## src/rtl/abcd_sweep_driver.sv

```systemverilog
// abcd_sweep_driver: drives all 16 A..D vectors into the F/G evaluator,
// holds each for SETTLE cycles, samples F/G and checks them against a
// golden model (F = A&B&(C|D), G = (A|B)&C&D). SETTLE legal range 1..15.
module abcd_sweep_driver #(
   parameter int unsigned SETTLE = 2
) (
   input  logic       clk,
   input  logic       rst_n,
   input  logic       start,
   output logic       A,
   output logic       B,
   output logic       C,
   output logic       D,
   input  logic       F,
   input  logic       G,
   output logic       busy,
   output logic       done,
   output logic [4:0] f_count,
   output logic [4:0] g_count,
   output logic       err,
   output logic [3:0] err_vec,
   output logic [4:0] err_count
);

   typedef enum logic [1:0] {
      S_IDLE,
      S_WAIT,
      S_SAMPLE,
      S_DONE
   } state_t;

   localparam logic [3:0] WCNT_LAST = 4'(SETTLE - 1);

   state_t     state;
   state_t     state_nxt;
   logic [3:0] v;
   logic [3:0] wcnt;
   logic       accept;
   logic       sample;
   logic       exp_f;
   logic       exp_g;
   logic       mismatch;

   // The driven vector is a register, so A..D come straight from flops.
   assign A = v[3];
   assign B = v[2];
   assign C = v[1];
   assign D = v[0];

   // Golden model evaluated on the vector currently driven.
   assign exp_f    = v[3] & v[2] & (v[1] | v[0]);
   assign exp_g    = (v[3] | v[2]) & v[1] & v[0];
   assign mismatch = (F != exp_f) || (G != exp_g);

   // State register.
   always_ff @(posedge clk or negedge rst_n) begin
      if (!rst_n) begin
         state <= S_IDLE;
      end else begin
         state <= state_nxt;
      end
   end

   // Next-state logic and state-decoded status outputs.
   always_comb begin
      state_nxt = state;
      busy      = 1'b0;
      done      = 1'b0;
      accept    = 1'b0;
      sample    = 1'b0;
      case (state)
         S_IDLE: begin
            if (start) begin
               accept    = 1'b1;
               state_nxt = S_WAIT;
            end
         end
         S_WAIT: begin
            busy = 1'b1;
            if (wcnt == WCNT_LAST) begin
               state_nxt = S_SAMPLE;
            end
         end
         S_SAMPLE: begin
            busy   = 1'b1;
            sample = 1'b1;
            if (v == 4'hF) begin
               state_nxt = S_DONE;
            end else begin
               state_nxt = S_WAIT;
            end
         end
         S_DONE: begin
            done      = 1'b1;
            state_nxt = S_IDLE;
         end
         default: begin
            state_nxt = S_IDLE;
         end
      endcase
   end

   // Vector/settle counters and result accumulation.
   always_ff @(posedge clk or negedge rst_n) begin
      if (!rst_n) begin
         v         <= '0;
         wcnt      <= '0;
         f_count   <= '0;
         g_count   <= '0;
         err       <= 1'b0;
         err_vec   <= '0;
         err_count <= '0;
      end else if (accept) begin
         v         <= '0;
         wcnt      <= '0;
         f_count   <= '0;
         g_count   <= '0;
         err       <= 1'b0;
         err_vec   <= '0;
         err_count <= '0;
      end else if (state == S_WAIT) begin
         wcnt <= wcnt + 4'd1;
      end else if (sample) begin
         f_count <= f_count + 5'(F);
         g_count <= g_count + 5'(G);
         if (mismatch) begin
            err_count <= err_count + 5'd1;
            if (!err) begin
               err     <= 1'b1;
               err_vec <= v;
            end
         end
         // The last vector stays driven (1111) once the sweep ends.
         if (v != 4'hF) begin
            v    <= v + 4'd1;
            wcnt <= '0;
         end
      end
   end

endmodule

```

## config.mk

```make
export PLATFORM = sky130hd
export DESIGN_NAME = abcd_sweep_driver
export DESIGN_NICKNAME = d
export VERILOG_FILES = /design/src/rtl/abcd_sweep_driver.sv
export SDC_FILE = /design/constraint.sdc
export NUM_CORES = 1
export LEC_CHECK = 0
export CAP_MARGIN = 20
export CORE_MARGIN = 4
export CORE_UTILIZATION = 30
export CTS_BUF_LIST = sky130_fd_sc_hd__clkbuf_16
export DETAILED_ROUTE_END_ITERATION = 7
export MAX_ROUTING_LAYER = met4
export PLACE_DENSITY = 0.56
export SYNTH_ARGS = -nofsm -noshare
export SYNTH_HDL_FRONTEND = slang
export SYNTH_SLANG_ARGS = --single-unit
export TNS_END_PERCENT = 30
```

## constraint.sdc

```tcl
create_clock -name clk -period 2.4 [get_ports clk]
set_input_delay 0.48 -clock clk [delete_from_list [all_inputs] [get_ports clk]]
set_output_delay 0.48 -clock clk [all_outputs]
set_load 0.02 [all_outputs]
```

==> key figures <==
CTS
  • Post-cts resize count: 0
  • Inserted Clock Buffers: 5
  • Hold buffer count at cts: 0
  • Root Buffer: clkbuf_16
  • Worst-path clk slew: 50 ps
  • Clock Path Buffers: 2
  • CTS tree: done
  • Worst skew pair latency: about 270 ps
  • Total clock sinks: 30
  • H-tree depth: 2
  • Post-CTS setup buffers: 0

Layout
  • Multi-input logic area: roughly 840 µm²
  • Ant diodes: 0
  • Final nets: ~200
  • Sequential cell area: 750.7 µm²
  • Syn-to-layout area delta: 31.27%
  • Fill cell count: between 500 and 600
  • Share of layout cells above drive strength 1: 15.00%
  • Non-filler cells, final: 250
  • Design area: roughly 0.0021 mm²

Synth
  • Async SR Flop Fraction: 100.0%
  • Synthesized area per cell: 11.29 µm²
  • Synthesis warning total: 0
  • Syn_nets: 164
  • Synth cell count leaders: dfrtp_1 (30), ha_1 (14), nand2_1 (10), nor2_1 (10), a22o_1 (8)
  • Synth cell types: 37
  • Primary FF master, synth: dfrtp_1
  • Mapped Cells: between 100 and 150
  • Mapped cell area: about 0.0016 mm²
  • Count leader, synth: dfrtp_1
  • Sequential fraction of the synthesis area: between 40% and 50%
  • Post-synth top area share: approximately 46%
  • Yosys reg bits: 30
  • Biggest area consumer among synthesized cells: dfrtp_1
  • Post-synth EDFFs: 0
  • Top post-synthesis cells by area: dfrtp_1 (46%), ha_1 (11%), a22o_1 (4.3%)

Setup path
  • R2R depth: 7
  • Required @ worst endpoint: about 1900 ps
  • Critical path class: flop to primary output
  • CP max stage cell: clkdlybuf4s50_1
  • Buf+Inv Stages, Crit Path: 2
  • CP peak stage delay: 600 ps
  • Crit path DAT: 1650 ps
  • Critical path depth in cells: 3
  • Worst-path cell chain: inv_1 -> ha_1 -> clkdlybuf4s50_1
  • Endpoint type of the worst setup path: primary output
  • Critical path's top delay family: buffers and inverters
  • Crit path max fanout: 5
  • Critical Path Start Type: flop

Timing
  • Fin crit share: approximately 89%
  • Min Hold Slack: roughly 500 ps
  • Final setup vio count: 0
  • Slew headroom: between 60% and 70%
  • Max Fclk: ~0.47 GHz
  • Post-route setup TNS: 0 ps
  • Worst slew pin tran: ~490 ps
  • Unrepaired setup endpoints after global routing: false
  • Final hold violations: 0
  • Pins Over Slew Limit: 0
  • Setup WS post-layout: 272.2 ps
  • Min Clock Period, post-route: ~2100 ps
  • Clk_skew: 3.505 ps

GRT
  • Global-route wire length before repair: 6.044 mm
  • Initial antenna violation count: 0
  • Vias in the first global route: approximately 1,300
  • Global Route Usage Sum: between 10% and 20%
  • Largest net degree at the start of global routing: 31
  • Overflow after GRT: 0

Route
  • Drt initial violations: 69
  • Number of vias per cell: 4.868
  • # DRC: 0
  • First drt pass iteration count: 4
  • Avg WL per Cell: approximately 14 µm
  • Via count of the routed design: roughly 1,200
  • Number of nets with antenna violations after routing: 0
  • Routed wire length: about 3.5 mm

Power
  • Static Leak: 0.9724 nW
  • PwrDens: around 1200 mW/mm²
  • VDD IR max: around 0.51 mV

Die
  • Die Wd: around 80 µm
  • Initial core utilization: a little under a third
  • Ports: 31
  • Placeable Area: ~0.0052 mm²
  • Std-Cell Rows: 26
  • Area of the die: ~0.0067 mm²
  • Die Y-Extent: ~82 µm

Place
  • Setup WS pre-CTS: about 260 ps
  • Gp weighted congestion: 0.7636
  • Area post-placement: approximately 0.002 mm²
  • DP HPWL: ~2.6 mm
  • Post-Place Cells: between 200 and 250
  • Port Buffer Count: 30

Run
  • Max-cap violations: 0

Status
  • Outcome: complete, no violations

Min path
  • Hold WC Path Type: flop to flop
  • Hold depth: 1
[per-stage QoR]
step,utilization [%],power (W)
final,41.27,0.002525
after global routing,41.27,0.002716
after CTS,41.27,0.002568
after detailed placement,38.68,0.001975
after global placement,38.68,0.001937
after floorplan,-,0.001565
[worst register-to-register path, cell delays in order (launching register included)]
cell and delay [ps]:
dfrtp_1 400, inv_1 100, ha_1 360, a21o_1 280
nor2_4 220, a21boi_2 330, nand2_1 100, o21ai_1 120
[final cells by class]
class                   instances  share of cell area, %
multi-input cells             106                  39.31
flip-flops and latches         30                  34.94
repair buffers                 31                  14.33
clock buffers                   5                  5.824
well taps                      70                  4.077
inverters                       6                  1.048
clock inverters                 2                 0.4659
[layer usage]
metal / wire length, µm / GRT usage (%)
met5: 0 / -
met4: 38 / 5.814
met3: 179 / 3.618
met2: 1649 / 18.09
met1: 1631 / 15.72
[cells in the final DEF (no fill, tap or decap), drive strengths merged, types with 2 or more instances in the layout]
| master | instances |
|---|---|
| xor2 | 9 |
| a31oi | 2 |
| a22o | 8 |
| clkinv | 2 |
| dfrtp | 30 |
| o21ai | 8 |
| nand2 | 10 |
| inv | 6 |
| clkdlybuf4s50 | 30 |
| nand3b | 4 |
| clkbuf | 5 |
| a21o | 4 |
| a21oi | 7 |
| xnor2 | 3 |
| nand4 | 5 |
| ha | 14 |
| nor2 | 11 |
| a32o | 4 |
| mux2 | 3 |
| nand3 | 5 |
[final timing paths]
| check | from | to | slack, ps |
|---|---|---|---|
| max in group asynchronous | rst_n | f_count[3] | 1520 |
| worst max register to register | state[1] | err_count[2] | 420 |
| min in group asynchronous | rst_n | wcnt[0] | 600 |
| worst min-delay path | err_vec[0] | err_vec[0] | 510 |
| worst max-delay path | state[1] | busy | 270 |
| worst min register to register | err_vec[0] | err_vec[0] | 510 |
[power breakdown]
part | internal, W | total, W | switching, W
clock | 0.000372 | 0.000569 | 0.000197
sequential | 0.000642 | 0.000805 | 0.000163
combinational | 0.000524 | 0.00115 | 0.000627
total | 0.00154 | 0.00252 | 0.000988
[cells by family (layout without fill, tap and decap cells)]
logic type	after synthesis	in the layout	synth area share, %
DFF	30	30	45.87
buffers and inverters	9	44	2.523
xor gates and xnor gates	12	12	7.340
muxes	3	3	2.293
adders and majority gates	14	14	10.70
and+or+nand+nor	38	38	11.93
AOI/OAI and AO/OA	39	39	19.34
[state kept, by name, summed over array words and instances, names as in the netlist]
name,flops
err_count,5
f_count,5
g_count,5
err_vec,4
v,4
wcnt,4
state,2
err,1
No activity file was read; power rests on OpenSTA's default activity.
